--- src/rtl/quarter_seq_ctrl.sv ---
// rtl/quarter_seq_ctrl.sv - issue/accumulate sequencer for one 4x4 fusible quarter unit
// Optional QUARTER_SEQ_SAT_EN: saturating accumulate instead of wrap-around.
module quarter_seq_ctrl #(
    parameter int ACC_W  = 24,
    parameter int QU_LAT = 1
) (
    input  logic             clk,
    input  logic             rst_n,
    input  logic             in_valid,
    output logic             in_ready,
    input  logic [7:0]       in_a,
    input  logic [7:0]       in_b,
    input  logic [1:0]       in_mode,
    input  logic             in_signed,
    input  logic             in_last,
    output logic             out_valid,
    input  logic             out_ready,
    output logic [ACC_W-1:0] out_data,
    output logic             err,
    output logic [3:0]       qu_a,
    output logic [3:0]       qu_b,
    output logic [1:0]       qu_sa,
    output logic [1:0]       qu_sb,
    output logic             qu_sft_ctrl_1,
    output logic             qu_sft_ctrl_2,
    output logic [1:0]       qu_sft_ctrl_3,
    input  logic [15:0]      qu_out
);
    localparam logic [1:0] S_IDLE  = 2'd0;
    localparam logic [1:0] S_ISSUE = 2'd1;
    localparam logic [1:0] S_DRAIN = 2'd2;
    localparam logic [1:0] S_HOLD  = 2'd3;
    localparam logic [1:0] M_4B    = 2'b00;
    localparam logic [1:0] M_8B    = 2'b01;
    localparam logic [1:0] M_2B    = 2'b10;
    localparam logic [1:0] M_RSVD  = 2'b11;
    // Headroom for a 17-bit signed product shifted by 8 plus the accumulator.
    localparam int EXT_W = ACC_W + 10;

    logic [1:0]       state;
    logic [7:0]       a_r, b_r;
    logic [1:0]       mode_r;
    logic             signed_r, last_r;
    logic [1:0]       pass;
    logic [ACC_W-1:0] acc;

    logic [QU_LAT-1:0] dl_valid, dl_pk, dl_ext;
    logic [3:0]        dl_shift [QU_LAT];

    logic       issuing, a_hi, b_hi, last_pass, iss_pk, iss_ext;
    logic [3:0] iss_shift;

    assign issuing   = (state == S_ISSUE);
    assign a_hi      = (mode_r == M_8B) && pass[0];
    assign b_hi      = (mode_r == M_8B) && pass[1];
    assign last_pass = (mode_r != M_8B) || (pass == 2'd3);
    assign iss_pk    = (mode_r == M_2B);
    assign iss_shift = {a_hi & b_hi, a_hi ^ b_hi, 2'b00};
    assign iss_ext   = (|qu_sa) | (|qu_sb);

    always_comb begin
        qu_a          = 4'd0;
        qu_b          = 4'd0;
        qu_sa         = 2'b00;
        qu_sb         = 2'b00;
        qu_sft_ctrl_1 = 1'b0;
        qu_sft_ctrl_2 = 1'b0;
        qu_sft_ctrl_3 = 2'b00;
        if (issuing) begin
            qu_a = a_hi ? a_r[7:4] : a_r[3:0];
            qu_b = b_hi ? b_r[7:4] : b_r[3:0];
            if (iss_pk) begin
                qu_sa = {2{signed_r}};
                qu_sb = {2{signed_r}};
            end else begin
                // Only the slice carrying the operand MSB is signed.
                qu_sa = {signed_r & ((mode_r == M_4B) | a_hi), 1'b0};
                qu_sb = {signed_r & ((mode_r == M_4B) | b_hi), 1'b0};
                {qu_sft_ctrl_3, qu_sft_ctrl_2, qu_sft_ctrl_1} = 4'b1011;
            end
        end
    end

    logic                    tail_valid, tail_pk, tail_ext;
    logic [3:0]              tail_shift;
    logic signed [EXT_W-1:0] cap, addend, sum;
    logic [ACC_W-1:0]        acc_next;

    assign tail_valid = dl_valid[QU_LAT-1];
    assign tail_pk    = dl_pk[QU_LAT-1];
    assign tail_ext   = dl_ext[QU_LAT-1];
    assign tail_shift = dl_shift[QU_LAT-1];

    always_comb begin
        cap = '0;
        if (tail_pk) begin
            for (int i = 0; i < 4; i++)
                cap = cap + {{(EXT_W-4){tail_ext & qu_out[4*i+3]}}, qu_out[4*i +: 4]};
        end else begin
            cap = {{(EXT_W-16){tail_ext & qu_out[15]}}, qu_out};
        end
        addend = cap <<< tail_shift;
        sum    = {{(EXT_W-ACC_W){acc[ACC_W-1]}}, acc} + addend;
    end

`ifdef QUARTER_SEQ_SAT_EN
    logic ovf;
    assign ovf      = !((&sum[EXT_W-1:ACC_W-1]) || !(|sum[EXT_W-1:ACC_W-1]));
    assign acc_next = ovf ? {sum[EXT_W-1], {(ACC_W-1){~sum[EXT_W-1]}}} : sum[ACC_W-1:0];
`else
    logic unused_sum_hi;
    assign unused_sum_hi = ^sum[EXT_W-1:ACC_W];
    assign acc_next      = sum[ACC_W-1:0];
`endif

    always_ff @(posedge clk or negedge rst_n) begin
        if (!rst_n) begin
            dl_valid <= '0;
            dl_pk    <= '0;
            dl_ext   <= '0;
            for (int i = 0; i < QU_LAT; i++) dl_shift[i] <= 4'd0;
        end else begin
            dl_valid[0] <= issuing;
            dl_pk[0]    <= iss_pk;
            dl_ext[0]   <= iss_ext;
            dl_shift[0] <= iss_shift;
            for (int i = 1; i < QU_LAT; i++) begin
                dl_valid[i] <= dl_valid[i-1];
                dl_pk[i]    <= dl_pk[i-1];
                dl_ext[i]   <= dl_ext[i-1];
                dl_shift[i] <= dl_shift[i-1];
            end
        end
    end

    always_ff @(posedge clk or negedge rst_n) begin
        if (!rst_n) begin
            state    <= S_IDLE;
            a_r      <= 8'd0;
            b_r      <= 8'd0;
            mode_r   <= 2'b00;
            signed_r <= 1'b0;
            last_r   <= 1'b0;
            pass     <= 2'd0;
            acc      <= '0;
            err      <= 1'b0;
        end else begin
            err <= 1'b0;
            if (state == S_HOLD && out_ready) acc <= '0;
            else if (tail_valid)              acc <= acc_next;
            case (state)
                S_IDLE: if (in_valid) begin
                    a_r      <= in_a;
                    b_r      <= in_b;
                    mode_r   <= in_mode;
                    signed_r <= in_signed;
                    last_r   <= in_last;
                    pass     <= 2'd0;
                    if (in_mode == M_RSVD) begin
                        err   <= 1'b1;
                        state <= S_DRAIN;
                    end else begin
                        state <= S_ISSUE;
                    end
                end
                S_ISSUE: begin
                    pass <= pass + 2'd1;
                    if (last_pass) state <= S_DRAIN;
                end
                S_DRAIN: if (!(|dl_valid)) state <= last_r ? S_HOLD : S_IDLE;
                default: if (out_ready) state <= S_IDLE;
            endcase
        end
    end

    assign in_ready  = (state == S_IDLE);
    assign out_valid = (state == S_HOLD);
    assign out_data  = out_valid ? acc : '0;

endmodule

--- config.mk ---
export PLATFORM = sky130hd
export DESIGN_NAME = quarter_seq_ctrl
export DESIGN_NICKNAME = d
export VERILOG_FILES = /design/src/rtl/quarter_seq_ctrl.sv
export SDC_FILE = /design/constraint.sdc
export NUM_CORES = 1
export LEC_CHECK = 0
export CAP_MARGIN = 20
export CORE_MARGIN = 2
export CORE_UTILIZATION = 45
export DETAILED_ROUTE_END_ITERATION = 6
export PLACE_DENSITY_LB_ADDON = 0.12
export SLEW_MARGIN = 10
export SYNTH_ARGS = -nofsm -noshare
export SYNTH_HDL_FRONTEND = slang
export SYNTH_SLANG_ARGS = --single-unit
--- constraint.sdc ---
create_clock -name clk -period 7.5 [get_ports clk]
set_input_delay 0.75 -clock clk [delete_from_list [all_inputs] [get_ports clk]]
set_output_delay 0.75 -clock clk [all_outputs]
set_load 0.01 [all_outputs]
==> results.md <==
* Final net count at 731
* Sw frac at 49.6%
* Reg2Reg Launch Point: dl_ext$_DFF_PN0_
* Post-route setup slack at 1.32 ns
* Maximum clock frequency at 162 MHz
* Setup crit end kind: register
* Compound-Gate Fraction of Synth Area at 21.3%
* Combinational share of power at 72.7%
* Int Power at 0.00137 W
* Grt ovf at 0
* Post-synthesis adder-cell area fraction at 14.4%
* Area Growth Syn to Fin at 19.4%
* GRT Overall Usage at 22.1%
* Status: finished, final reports clean
* Hold WC Path Type: reg -> reg
* Hold Crit Start: a_r[3]$_DFFE_PN0P_
* Setup Buffers After CTS at 0
* Initial antenna violation count at 0
* Critical path class: in -> reg
* Cts bufs inserted at 5
* Chip Height at 108 µm
* Synthesized area at 0.00489 mm²
* Largest family of logic cells by synthesized area: compound AO/OA/AOI/OAI gates
* Final HPWL DP at 9820 µm
* Clk root buf: clkbuf_8
* Routed WL at 12700 µm
* Commonest non-fill, non-tap cell in the layout: clkdlybuf4s50_1
* Max VDD drop at 0.222 mV
* CP max-delay cell: or4_4
* Pwr Density at 464 mW/mm²
* DRC Markers at 0
* Clock power frac at 6.6%
* CTS Sinks at 54
* Synth Area in XOR/XNOR at 3.22%
* Share of layout cells above drive strength 1 at 6.69%
* Crit Path Max Fanout at 12
* Worst Setup SP: qu_out[1]
* Site Rows at 38
* Relative slew slack at 32.3%
* Seq cells post-synth at 54
* Final hold vios at 0
* Largest net degree at the start of global routing at 55
* Final setup vio count at 0
* Clock H-tree levels at 2
* Area of the core at 0.0107 mm²
* Initial Util at 45.5%
* # IOs at 83
* Gates resized, CTS repair at 0
* LEAKAGE at 2.60 nW
* Routed WL per cell at 16.2 µm
* Top delay family on crit path: adder cells
* Worst Path Required at 7.69 ns
* Vias at 4436
* R2R setup slack at 1.91 ns
* Die Wd at 108 µm
* Multi-input logic area at 0.00323 mm²
* Worst slack, placed at 1.09 ns
* Max-Cap Viols at 0
* RD Place Congestion at 0.930
* Sequential share of the synthesized area at 27.6%
* Slew Viols, Final at 0
* Clock Tree Buf Depth at 2
* Worst-path clk slew at 0.11 ns
* Bufs and invs on worst path at 4
* Number of synthesized flops with an enable pin at 0
* Synth cell types at 67
* Reg power frac at 20.7%
* Port-buffer cells at 81
* Commonest cells after routing, fill and taps aside: clkdlybuf4s50_1 (80), nand2_1 (67), dfrtp_1 (54), inv_1 (42), ha_1 (37)
* Register area at 0.00135 mm²
* Top FF cell, synth: dfrtp_1
* Worst Max-Slew Pin Slew at 1.02 ns
* Ys Warns at 0
* Startpoint types: input port
* Multiplexer area fraction after synthesis at 7.29%
* Post-Synthesis Cells at 581
* CTS tree: yes
* Net Switching at 0.00134 W
* Post-DRT Antenna Nets at 0
* Cell Chain, Critical Path: clkdlybuf4s50_1 > inv_1 > fa_1 > fa_1 > inv_1 > ha_1 > fa_1 > a211oi_1 > o211ai_1 > and3_1 > inv_1 > o31a_1 > nor2_1 > a21oi_1 > ha_1 > nand3_1 > or4_4 > a2111oi_1 > nor3b_1 > o21bai_1 > xnor2_1 > o21ai_1
* Clk_lat worst skew at 0.32 ns
* Drt pass-1 iters at 5
* Antenna cells at 0
* Vias/cell at 5.67
* Die Area at 0.0117 mm²
* Async S/R FF share, synth at 100%
* Hold_buf cts at 0
* Fill count at 1045
* Initial DRC count at 251
* Syn_nets at 670
* Number of global-route vias before repair at 4191
* Setup TNS at 0 ns
* Post-Synth Simple-Gate Area at 19.7%
* Critical Path AT at 6.38 ns
* Clk_skew at 0.0139 ns
* Fin crit period at 6.18 ns
* CP max stage delay at 0.57 ns
* Final Cycle Share at 82.5%
* RSZ-0062 raised after global routing: no
* Mean post-synth cell area at 8.42 µm²
* First-pass GRT wire length at 20400 µm
## logic make-up after synthesis
kind of cell	Yosys count
AOI/OAI and AO/OA	160
xor gates and xnor gates	18
adders and majority gates	49
muxes	33
DFF	54
and+or+nand+nor	193
buffers and inverters	73
other	1
## final cells by class
class | instances | area share [%]
Inverter | 43 | 2.76
Clock buffer | 5 | 1.18
Sequential cell | 54 | 23.1
Multi-Input combinational cell | 454 | 55.3
Tap cell | 140 | 3.00
Clock inverter | 3 | 0.450
Timing Repair Buffer | 84 | 14.2
## metrics by stage
step	hold WS, ns	std cells	instance area (µm²)	utilization, %	total power [W]
floorplan	0.454	581	4890	-	0.00205
global placement	0.488	774	5740	53.4	0.00248
detailed placement	0.493	775	5740	53.5	0.00252
CTS	0.520	783	5840	54.3	0.00271
global route	0.537	783	5840	54.3	0.00297
finish	0.518	783	5840	54.3	0.00271
## worst paths after layout
check                      cells after the start                   to
max reg2reg                                   21  acc[20]$_DFFE_PN0P_
min reg2reg                                    1   a_r[3]$_DFFE_PN0P_
min                                            1   a_r[3]$_DFFE_PN0P_
max                                           22  acc[20]$_DFFE_PN0P_
max in group asynchronous                      2     dl_ext$_DFF_PN0_
min in group asynchronous                      2  acc[13]$_DFFE_PN0P_
## state kept, by name, summed over array words and instances (netlist names), 2 cells and up
register,count
b_r,8
dl_shift,2
pass,2
acc,24
mode_r,2
a_r,8
state,2
## worst reg2reg max path: cells and delay by family (launching register included)
family	cells	cell delay [ns]
AND/OR/NAND/NOR	6	1.55
flip-flops	1	0.43
AO/OA/AOI/OAI	7	1.21
buffers and inverters	3	0.26
XOR/XNOR	1	0.14
adder cells (fa/ha/maj)	4	1.86
## cells in the mapped netlist, types with 7 or more instances
master	count	area, µm²
a21oi_1	35	175
ha_1	37	463
a21boi_0	10	75.1
mux2_2	20	225
mux2i_1	12	120
o21ai_0	32	160
inv_1	42	158
nor2_1	33	124
a31oi_1	10	62.6
and2_1	34	213
nor3_1	13	65.1
fa_1	12	240
buf_4	10	75.1
nor2b_1	8	50.1
clkbuf_1	15	56.3
a211oi_1	11	82.6
xnor2_1	12	105
dfrtp_1	54	1350
a21o_1	10	75.1
o21ai_1	10	50.1
nand3_1	7	35.0
nand2_1	67	251
## power groups by stage
stage          registers, W  clock network (W)  logic, W
2_1_floorplan      0.000504                  0   0.00154
3_5_place_dp       0.000567                  0   0.00195
3_3_place_gp       0.000563                  0   0.00192
6_report           0.000561           0.000179   0.00197
4_1_cts            0.000561           0.000186   0.00196
5_1_grt            0.000583           0.000197   0.00219
## per-layer routing
layer,global-route usage (%),vias to the layer above,part of all wire [%]
li1,-,2154,-
met1,30.5,2148,46
met2,34.6,112,46
met3,4.10,22,5.2
met4,8.06,0,2.6
met5,0,-,0
Note: power is estimated with default switching activity, not from simulation.
